===== src/rtl/uart_tx_frame.sv =====
// uart_tx_frame - serial UART transmitter.
// Frame: start bit (0), 8 data bits LSB first, optional parity bit, one stop
// bit (1). Each bit lasts `prescale` clocks, with 0 meaning 64 clocks.
// Configuration macro: UART_TX_HOLD_EN adds a one-entry holding buffer so
// that a byte offered mid-frame is queued and sent back-to-back. Without the
// macro, a byte offered while a frame is in progress is dropped.
module uart_tx_frame #(
    parameter int DATA_WIDTH = 8
) (
    input  logic                  clk,
    input  logic                  rst,
    input  logic [DATA_WIDTH-1:0] P_DATA,
    input  logic                  data_valid,
    input  logic [5:0]            prescale,
    input  logic                  parity_enable,
    input  logic                  parity_type,
    output logic                  TX_OUT,
    output logic                  busy,
    output logic                  ready
);

    typedef enum logic [2:0] {
        S_IDLE   = 3'd0,
        S_START  = 3'd1,
        S_DATA   = 3'd2,
        S_PARITY = 3'd3,
        S_STOP   = 3'd4
    } state_t;

    // Control state
    state_t state_q, state_d;
    logic [2:0] bit_q, bit_d;
    logic [5:0] cnt_q, cnt_d;
    logic       tx_q, tx_d;
    logic       busy_q, busy_d;

    // Frame registers: captured when a byte is launched, static for the frame
    logic [DATA_WIDTH-1:0] data_q, data_d;
    logic                  par_en_q, par_en_d;
    logic                  par_type_q, par_type_d;
    logic [5:0]            last_q, last_d;

    logic bit_end;
    logic accept;

`ifdef UART_TX_HOLD_EN
    // Holding buffer: one queued byte with its own line settings
    logic                  hold_full_q, hold_full_d;
    logic [DATA_WIDTH-1:0] hold_data_q, hold_data_d;
    logic                  hold_par_en_q, hold_par_en_d;
    logic                  hold_par_type_q, hold_par_type_d;
    logic [5:0]            hold_last_q, hold_last_d;
    logic                  stop_end;
`endif

    // Last period-counter value of a bit: P-1, where a prescale of 0 means P=64
    function automatic logic [5:0] period_last(input logic [5:0] presc);
        if (presc == 6'd0) begin
            return 6'd63;
        end
        return presc - 6'd1;
    endfunction

    // Parity bit: even parity is the XOR of the data, odd parity its inverse
    function automatic logic parity_bit(input logic [DATA_WIDTH-1:0] d,
                                        input logic                  odd);
        return odd ? ~(^d) : ^d;
    endfunction

    // Bit-period boundary and the accept decision seen by the producer
    always_comb begin
        bit_end = (cnt_q == last_q);
`ifdef UART_TX_HOLD_EN
        stop_end = (state_q == S_STOP) && bit_end;
        // A full buffer drains on the last STOP cycle, so a strobe in that
        // same cycle can take its place.
        ready    = (state_q == S_IDLE) || !hold_full_q || stop_end;
`else
        ready    = (state_q == S_IDLE);
`endif
        accept   = data_valid && ready;
    end

    // Next-state, counters, frame capture and registered line level
    always_comb begin
        state_d    = state_q;
        bit_d      = bit_q;
        cnt_d      = cnt_q;
        data_d     = data_q;
        par_en_d   = par_en_q;
        par_type_d = par_type_q;
        last_d     = last_q;
        tx_d       = 1'b1;
        busy_d     = 1'b0;
`ifdef UART_TX_HOLD_EN
        hold_full_d     = hold_full_q;
        hold_data_d     = hold_data_q;
        hold_par_en_d   = hold_par_en_q;
        hold_par_type_d = hold_par_type_q;
        hold_last_d     = hold_last_q;
`endif

        // The period counter runs in every active state and wraps at P-1
        if (state_q != S_IDLE) begin
            cnt_d = bit_end ? 6'd0 : cnt_q + 6'd1;
        end

        case (state_q)
            S_IDLE: begin
                if (accept) begin
                    state_d    = S_START;
                    bit_d      = 3'd0;
                    cnt_d      = 6'd0;
                    data_d     = P_DATA;
                    par_en_d   = parity_enable;
                    par_type_d = parity_type;
                    last_d     = period_last(prescale);
                end
            end
            S_START: begin
                if (bit_end) begin
                    state_d = S_DATA;
                    bit_d   = 3'd0;
                end
            end
            S_DATA: begin
                if (bit_end) begin
                    if (bit_q == 3'd7) begin
                        state_d = par_en_q ? S_PARITY : S_STOP;
                        bit_d   = 3'd0;
                    end else begin
                        bit_d = bit_q + 3'd1;
                    end
                end
            end
            S_PARITY: begin
                if (bit_end) begin
                    state_d = S_STOP;
                end
            end
            S_STOP: begin
                if (bit_end) begin
                    bit_d = 3'd0;
`ifdef UART_TX_HOLD_EN
                    if (hold_full_q) begin
                        // Queued byte goes straight out with no idle cycle
                        state_d     = S_START;
                        data_d      = hold_data_q;
                        par_en_d    = hold_par_en_q;
                        par_type_d  = hold_par_type_q;
                        last_d      = hold_last_q;
                        hold_full_d = 1'b0;
                    end else if (accept) begin
                        // Empty buffer and a strobe right at the end of STOP:
                        // launch it directly rather than parking it.
                        state_d    = S_START;
                        data_d     = P_DATA;
                        par_en_d   = parity_enable;
                        par_type_d = parity_type;
                        last_d     = period_last(prescale);
                    end else begin
                        state_d = S_IDLE;
                    end
`else
                    state_d = S_IDLE;
`endif
                end
            end
            default: begin
                state_d = S_IDLE;
                bit_d   = 3'd0;
                cnt_d   = 6'd0;
            end
        endcase

`ifdef UART_TX_HOLD_EN
        // A strobe taken mid-frame is parked, except the one launched above
        if (accept && (state_q != S_IDLE) && !(stop_end && !hold_full_q)) begin
            hold_full_d     = 1'b1;
            hold_data_d     = P_DATA;
            hold_par_en_d   = parity_enable;
            hold_par_type_d = parity_type;
            hold_last_d     = period_last(prescale);
        end
`endif

        // Line level and busy follow the state being entered, so both
        // outputs change on the same edge as the state register.
        busy_d = (state_d != S_IDLE);
        case (state_d)
            S_START:  tx_d = 1'b0;
            S_DATA:   tx_d = data_d[bit_d];
            S_PARITY: tx_d = parity_bit(data_d, par_type_d);
            default:  tx_d = 1'b1;
        endcase
    end

    // Control registers with synchronous reset; reset abandons any frame
    always_ff @(posedge clk) begin
        if (rst) begin
            state_q <= S_IDLE;
            bit_q   <= 3'd0;
            cnt_q   <= 6'd0;
            tx_q    <= 1'b1;
            busy_q  <= 1'b0;
`ifdef UART_TX_HOLD_EN
            hold_full_q <= 1'b0;
`endif
        end else begin
            state_q <= state_d;
            bit_q   <= bit_d;
            cnt_q   <= cnt_d;
            tx_q    <= tx_d;
            busy_q  <= busy_d;
`ifdef UART_TX_HOLD_EN
            hold_full_q <= hold_full_d;
`endif
        end
    end

    // Frame and buffer payload; only read while the matching control is live
    always_ff @(posedge clk) begin
        data_q     <= data_d;
        par_en_q   <= par_en_d;
        par_type_q <= par_type_d;
        last_q     <= last_d;
`ifdef UART_TX_HOLD_EN
        hold_data_q     <= hold_data_d;
        hold_par_en_q   <= hold_par_en_d;
        hold_par_type_q <= hold_par_type_d;
        hold_last_q     <= hold_last_d;
`endif
    end

    assign TX_OUT = tx_q;
    assign busy   = busy_q;

endmodule


===== config.mk =====
export PLATFORM = sky130hd
export DESIGN_NAME = uart_tx_frame
export DESIGN_NICKNAME = d
export VERILOG_FILES = /design/src/rtl/uart_tx_frame.sv
export SDC_FILE = /design/constraint.sdc
export NUM_CORES = 1
export LEC_CHECK = 0
export ABC_CLOCK_PERIOD_IN_PS = 2810
export CAP_MARGIN = 20
export CORE_ASPECT_RATIO = 1.5
export CORE_MARGIN = 10
export CORE_UTILIZATION = 40
export CTS_BUF_LIST = sky130_fd_sc_hd__clkbuf_4 sky130_fd_sc_hd__clkbuf_8 sky130_fd_sc_hd__clkbuf_16
export DETAILED_ROUTE_END_ITERATION = 8
export GPL_ROUTABILITY_DRIVEN = 1
export SLEW_MARGIN = 20
export SYNTH_ARGS = -nofsm -noshare
export SYNTH_HDL_FRONTEND = slang
export SYNTH_SLANG_ARGS = --single-unit
export TNS_END_PERCENT = 100

===== constraint.sdc =====
create_clock -name clk -period 2.81 [get_ports clk]
set_input_delay 0.4215 -clock clk [delete_from_list [all_inputs] [get_ports clk]]
set_output_delay 0.4215 -clock clk [all_outputs]
set_load 0.005 [all_outputs]

# == Word level (Yosys, flattened, before mapping) ==
# Index checks and enable logic that the tools add are counted.
# classes
n_lt_le_gt_ge,1
reduce_logical,9
add_sub_neg,3
n_eq_ne,9
n_mux,30
bitwise,1
# ops
operator,count
$mux W3,11
$mux W6,5
$mux W8,2
$pmux W3 S5,1
$eq A3 B2 Y1 const B,4
$pmux W3 S4,1
$pmux W6 S2,1
$reduce_xor A8 Y1,1
$mux W1,7
$add A6 B1 Y6 const B,1
$eq A3 B1 Y1 const B,2
$eq A3 B3 Y1 const B,2
$eq A6 B6 Y1,1
$logic_not A6 Y1,1
$reduce_bool A3 Y1,2
$sub A6 B1 Y6 const B,1
$lt A3 B4 Y1 const B,1
$reduce_or A4 Y1,1
$add A3 B1 Y3 const B,1
$bmux W1 S3,1
$logic_not A3 Y1,1
$pmux W1 S3,1
$reduce_and A2 Y1,1
$reduce_or A2 Y1,1
other kinds (2),2
# word_totals
in_bits,19
output_inout_bits,3
regBits,30

# == Logic depth before layout (Yosys ltp) ==
# Gate-level depths: netlist (run 1).
# logic_depth
word_depth,8
ltp_mapped,9
mapped_depth_nobuf,8

# == Worst setup path after synthesis (run 1) ==
# No wires, ideal clock.
# synth_path
path_kind,reg2reg
from,register state_q[1]
to,register tx_q (netlist: TX_OUT)
required_ps,2675
slack_ps,791
setup_time_ps,135
path_stages_with_launch,8
arrival_ps,1884
synth_period_minus_slack_ps,2019
cell_sequence,dfxtp_1 -> buf_6 -> nor4b_4 -> buf_4 -> mux2_2 -> mux2_2 -> nand3_1 -> a41oi_2
# synth_between
elab_chain_len,8
# synth_lines
item,line,rtl
start: declaration,31,"state_t state_q, state_d;"
start signal: assignment,210,state_q <= state_d;
$logic_not A3 Y1 (*),"79, 108",
$logic_and A1 B1 Y1,81,accept = data_valid && ready;
$mux W8,110,if (accept) begin
$mux W8 (*),108,case (state_q)
via data_d[1],38,"logic [DATA_WIDTH-1:0] data_q, data_d;"
branches (longest 3 deep; another with $bmux W1 S3),n/a,
$pmux W1 S3 (*),190,case (state_d)
end signal: assignment,213,tx_q <= tx_d;
end: declaration,34,"logic tx_q, tx_d;"
# Mark *: on every way through the listed nets, which the timed path passes. The select of a mux whose other input is x is not followed.
# A chain may end at the register's enable or synchronous reset.

# == Final worst setup path (run 1) ==
# layout_path
from,register state_q[1]
to,output ready
# layout_between
elab_chain_len,1
# layout_lines
item,line,rtl
$logic_not A3 Y1,79,ready = (state_q == S_IDLE);
end: declaration,19,output logic ready
# Every way passes these cells.

==> flow_summary_export.csv, run 1 <==
group,metric,value,unit
outcome,outcome,"completed",
routing,num_vias,1350,
final_layout,multi_input_area,946,µm²
floorplan,die-area,7270,µm²
place,dp_hpwl,2990,µm
sta,fmax,441,MHz
pwr,peakVddDrop,399,µV
worst_setup_path,crit_required,2.39,ns
routing,routedWlPerCell,14.7,µm
place,place_congestion,0.816,
logic_synthesis,ys.flop_type,"dfxtp_1",
final_layout,diodes,0,
flow_run,cap_viol_max_count,0,
clock_network,clkTransAtPathRegs,0.07,ns
routing,drt-total-wl,3660,µm
worst_setup_path,critical_path.startpoint_type,"flop",
clock_network,postCtsResizedCells,0,
final_layout,syn_to_final_growth,21.4,%
worst_setup_path,crit_fanout,11,
routing,drt_iter0_markers,58,
place,dpl-instance-area,1940,µm²
floorplan,initial_core_util,41.9,%
floorplan,placement_rows,28,
clock_network,htreeDepth,2,
grt,grt.overflow.total,0,
final_layout,drive_above_1_share,10.8,%
clock_network,cts_buffer_depth,2,
logic_synthesis,synth_cell_types,52,
logic_synthesis,syn_inst,177,
routing,vias_per_cell,5.42,
pwr,p_per_area,566,nW/µm²
sta,post-route-period-util,80.8,%
logic_synthesis,ys_warn_count,0,
clock_network,ctsHoldBuffers,0,
sta,period_needed,2.27,ns
sta,worst_pin_slew,0.511,ns
grt,grt_pass1_wl,6380,µm
clock_network,clkLatencyLatePin,0.29,ns
sta,drv_slew,0,
logic_synthesis,syn-cell-area,1690,µm²
clock_network,numCtsBuffers,5,
floorplan,die_w,73.0,µm
clock_network,cts_sinks,30,
sta,finalHoldViolCount,0,
floorplan,die_y,99.6,µm
logic_synthesis,synth-async-reset-ratio,0,%
final_layout,nNetsFinal,226,
clock_network,clock-root-buffer,"clkbuf_8",
worst_setup_path,reg2regPathDepth,7,
final_layout,layout_common_cells,"dfxtp_1, clkdlybuf4s50_1, xnor2_1, nor2_1, nand2_1",
clock_network,cts_setup_buffers,0,
routing,first_pass_iters,4,
sta,rsz0062_at_grt,"false",
worst_setup_path,critPathKind,"flop to primary output",
grt,grt_max_degree,14,
sta,relSlewSlack,65.6,%
hold_path,hp-class,"flop to flop",
routing,antenna_left,0,
final_layout,fillers,366,
logic_synthesis,synth_fp_nets,200,
final_layout,finalInstanceArea,2050,µm²
sta,setup_viol,0,
logic_synthesis,synth_edf_count,7,
logic_synthesis,ys_seq_area_share,39.7,%
routing,drc,0,
hold_path,hold_path_depth,1,
final_layout,seqCellArea,671,µm²
place,portBuffers,21,
grt,antenna_found_initial,0,
grt,grt_use_total,10.9,%
grt,grt_pass1_vias,1467,
sta,clock-skew-final,0.00473,ns
pwr,p_leak,0.781,nW
final_layout,final_common_cell,"dfxtp_1",
floorplan,core-area,4030,µm²
logic_synthesis,synth_seq_cells,30,
logic_synthesis,avgSynthCellArea,9.54,µm²
clock_network,cts_tree,"built",
worst_setup_path,cp.arrival,1.85,ns
floorplan,pin_count,22,
sta,final.setup.tns,0,ns
worst_setup_path,critPathCaptureType,"primary output",
sequential cells by signal, summed over array words and instances (netlist names):
name and count:
cnt_q 6, par_en_q 1, par_type_q 1, data_q 8
state_q 3, TX_OUT 1, busy 1, bit_q 3
last_q 6
power breakdown:
part	switching, mW	internal, mW
clock network	0.165	0.274
registers	0.0213	0.477
logic	0.0979	0.125
layout make-up:
| class | instances | share of cell area, % |
|---|---|---|
| clock inverters | 2 | 1.83 |
| inverters | 10 | 1.83 |
| repair buffers | 23 | 11.0 |
| well taps | 45 | 2.75 |
| clock buffers | 6 | 3.72 |
| multi-input cells | 133 | 46.2 |
| flip-flops and latches | 30 | 32.7 |
kinds of logic after synthesis:
kind of cell / after synthesis / share of synthesized area [%]
buf+inv: 14 / 4.23
simple gates: 60 / 18.3
xor+xnor: 26 / 13.9
flops: 30 / 39.7
fa+ha+maj: 4 / 2.97
compound gates: 32 / 13.8
mux: 11 / 7.04
layer usage:
layer	track usage (%)	wire [µm]	share of wire, %
met3	3.78	169	4.6
met5	0	0	0
met1	11.5	1500	41
met4	6.74	108	3.0
met2	17.9	1880	51
Yosys cell counts, drive strengths merged (5+ instances only):
| cell type | n | area share, % |
|---|---|---|
| xnor2 | 21 | 11 |
| nor2 | 19 | 4.4 |
| inv | 10 | 2.2 |
| dfxtp | 23 | 27 |
| o21ai | 9 | 2.7 |
| edfxtp | 7 | 12 |
| xor2 | 5 | 2.6 |
| nand3 | 5 | 1.5 |
| mux2 | 7 | 4.7 |
| nand2 | 14 | 3.1 |
through the flow:
step / utilization [%] / cells / hold slack, ns / setup WS, ns / total power, mW
after floorplan: - / 177 / 0.470 / 0.791 / 0.664
after global placement: 48.0 / 241 / 0.484 / 0.288 / 0.725
after detailed placement: 48.0 / 241 / 0.495 / 0.253 / 0.732
after CTS: 50.9 / 249 / 0.510 / 0.533 / 1.17
after global routing: 50.9 / 249 / 0.536 / 0.417 / 1.22
final: 50.9 / 249 / 0.505 / 0.541 / 1.16
final timing paths:
| check | from | endpoint | slack (ns) |
|---|---|---|---|
| min reg2reg | par_type_q$_DFF_P_ | par_type_q$_DFF_P_ | 0.51 |
| min | par_type_q$_DFF_P_ | par_type_q$_DFF_P_ | 0.51 |
| max | state_q[1]$_SDFF_PP0_ | ready | 0.54 |
| max reg2reg | state_q[1]$_SDFF_PP0_ | TX_OUT$_SDFF_PP1_ | 0.59 |
critical path, cell delays in order (launching register included):
cell,delay (ns)
dfxtp_1,0.43
or3_1,0.47
inv_1,0.14
clkdlybuf4s50_1,0.52
Note: power is estimated with default switching activity, not from simulation.
==> inputs of run 2 (changes only) <==
--- a/config.mk
+++ b/config.mk
@@ -5,7 +5,7 @@
 export SDC_FILE = /design/constraint.sdc
 export NUM_CORES = 1
 export LEC_CHECK = 0
-export ABC_CLOCK_PERIOD_IN_PS = 2810
+export ABC_CLOCK_PERIOD_IN_PS = 2000
 export CAP_MARGIN = 20
 export CORE_ASPECT_RATIO = 1.5
 export CORE_MARGIN = 10
==> constraint.sdc (replaced) <==
create_clock -name clk -period 2 [get_ports clk]
set_input_delay 0.3 -clock clk [delete_from_list [all_inputs] [get_ports clk]]
set_output_delay 0.3 -clock clk [all_outputs]
set_load 0.005 [all_outputs]
==> run 2 against run 1 <==
The run now ends with negative setup slack left; utilization rose by 8.3 points; register-to-register slack got worse by 0.62 ns; cell count rose by 11%; sequential cell count did not move; sequential share of layout area fell by 4.4 points; worst setup slack got worse by 0.57 ns; clock skew fell by 0.00062 ns; critical path depth rose by 4; clock power rose by 40%; via count rose by 8.1%; critical path type is now flop to flop; largest cell class unchanged; highest routed layer unchanged.
==> flow_summary_export.csv, run 2 (same netlist as run 1, synthesis figures left out) <==
group,metric,value,unit
sta,period_needed,2.03,ns
sta,clock-skew-final,0.00411,ns
floorplan,die_y,99.6,µm
worst_setup_path,crit_required,2.20,ns
hold_path,worstHoldStart,"par_type_q$_DFF_P_",
worst_setup_path,reg2reg_from,"last_q[4]$_SDFFCE_PN1P_",
grt,grt_max_degree,10,
worst_setup_path,crit_fanout,5,
clock_network,cts_sinks,30,
final_layout,nNetsFinal,253,
clock_network,htreeDepth,2,
sta,hold_ws,0.513,ns
place,place_congestion,0.882,
clock_network,cts_buffer_depth,2,
grt,antenna_found_initial,0,
pwr,p_per_area,715,nW/µm²
worst_setup_path,cp.arrival,2.23,ns
sta,worst_pin_slew,0.525,ns
final_layout,diodes,0,
routing,num_vias,1459,
place,dp_hpwl,3280,µm
final_layout,syn_to_final_growth,41.1,%
final_layout,largest_reg_flops,8,
floorplan,die_w,73.0,µm
outcome,outcome,"complete, but fails checks",
final_layout,finalNonFillerCells,276,
worst_setup_path,critPathKind,"flop to flop",
grt,grt_pass1_vias,1485,
clock_network,clkLatencyLatePin,0.28,ns
grt,grt_use_total,11.6,%
floorplan,pin_count,22,
sta,relSlewSlack,64.6,%
clock_network,clock-root-buffer,"clkbuf_8",
clock_network,clkTransAtPathRegs,0.06,ns
grt,grt.overflow.total,0,
place,dpl-instance-area,2130,µm²
worst_setup_path,critical_path.startpoint,"last_q[4]$_SDFFCE_PN1P_",
routing,vias_per_cell,5.29,
floorplan,die-area,7270,µm²
hold_path,hp-class,"flop to flop",
sta,setup_viol,1,
sta,post-route-period-util,102,%
floorplan,initial_core_util,41.9,%
sta,fin_ws,-0.0305,ns
sta,rsz0062_at_grt,"true",
final_layout,top_regs,"data_q x8, cnt_q x6, last_q x6",
sta,final.setup.tns,-0.0305,ns
pwr,peakVddDrop,546,µV
final_layout,max_flop_register,"data_q",
clock_network,ctsHoldBuffers,0,
outcome,violations,"negative setup slack",
sta,finalHoldViolCount,0,
routing,drc,0,
final_layout,layout_common_cells,"buf_4, clkdlybuf4s50_1, dfxtp_1, nor2_1, xnor2_1",
place,portBuffers,21,
clock_network,numCtsBuffers,5,
clock_network,cts_tree,"built",
sta,fmax,493,MHz
flow_run,cap_viol_max_count,0,
final_layout,finalInstanceArea,2380,µm²
final_layout,final_common_cell,"buf_4",
sta,drv_slew,0,
routing,drt_iter0_markers,58,
routing,first_pass_iters,4,
routing,antenna_left,0,
routing,drt-total-wl,4110,µm
final_layout,drive_above_1_share,31.6,%
floorplan,core-area,4030,µm²
place,dp_cells,265,
worst_setup_path,critical_path.startpoint_type,"flop",
worst_setup_path,critPathCaptureType,"flop",
floorplan,placement_rows,28,
pwr,p_leak,0.958,nW
grt,grt_pass1_wl,6800,µm
routing,routedWlPerCell,14.9,µm
[run 2: cell types whose count changed in the layout (fill, tap and decap cells not counted), sizes merged]
cell	before	now
clkdlybuf4s50	21	20
dlygate4sd2	0	1
clkinvlp	1	0
clkbuf	6	7
buf	2	29
[run 2: through the flow]
step,power (mW),worst slack [ns],util [%]
3_3_place_gp,1.06,-0.275,52.8
5_1_grt,1.78,-0.135,59.1
4_1_cts,1.70,-0.0233,57.3
3_5_place_dp,1.07,-0.303,52.8
2_1_floorplan,0.934,0.0215,-
6_report,1.70,-0.0305,59.1
[run 2: layout make-up]
class / count / area (µm²)
well taps: 45 / 56.3
multi-input cells: 133 / 1050
clock inverters: 1 / 30.0
clock buffers: 7 / 83.8
inverters: 10 / 37.5
fillers: 356 / 1650
repair buffers: 50 / 447
flip-flops and latches: 30 / 676
[run 2: final timing paths]
check	slack, ns	end	depth (start not counted)
worst max-delay path	-0.03	TX_OUT$_SDFF_PP1_	7
worst max register to register	-0.03	TX_OUT$_SDFF_PP1_	7
worst min register to register	0.51	par_type_q$_DFF_P_	1
worst min-delay path	0.51	par_type_q$_DFF_P_	1
[run 2: critical path: stages, from the launching register on]
cell	delay (ns)
edfxtp_1	0.39
xnor2_1	0.25
nand2_2	0.16
or4_1	0.56
nand3_1	0.17
o211ai_1	0.12
a21o_1	0.18
a41oi_2	0.13
[run 2: repair_timing]
item,in CTS,in global routing
hold endpoints to repair,0,0
pin swaps,7,7
buffers inserted,2,1
setup endpoints to repair,3,3
gates resized for setup,16,13
[run 2: layer usage]
metal | track usage (%) | routed length (µm) | vias up
li1 | - | - | 731
met3 | 3.38 | 156 | 8
met2 | 20.2 | 2240 | 24
met4 | 6.45 | 106 | 0
met5 | 0 | 0 | -
met1 | 11.8 | 1610 | 696
[run 2: power breakdown]
part           internal [mW]  switching [mW]
combinational          0.222           0.166
sequential             0.671          0.0295
clock                  0.399           0.215
==> inputs of run 3 (changes only) <==
--- a/config.mk
+++ b/config.mk
@@ -13,6 +13,7 @@
 export CTS_BUF_LIST = sky130_fd_sc_hd__clkbuf_4 sky130_fd_sc_hd__clkbuf_8 sky130_fd_sc_hd__clkbuf_16
 export DETAILED_ROUTE_END_ITERATION = 8
 export GPL_ROUTABILITY_DRIVEN = 1
+export HOLD_SLACK_MARGIN = 0.15
 export SLEW_MARGIN = 20
 export SYNTH_ARGS = -nofsm -noshare
 export SYNTH_HDL_FRONTEND = slang
==> results of run 3 <==
Final layout, timing and power as in run 2 (identical DEF).
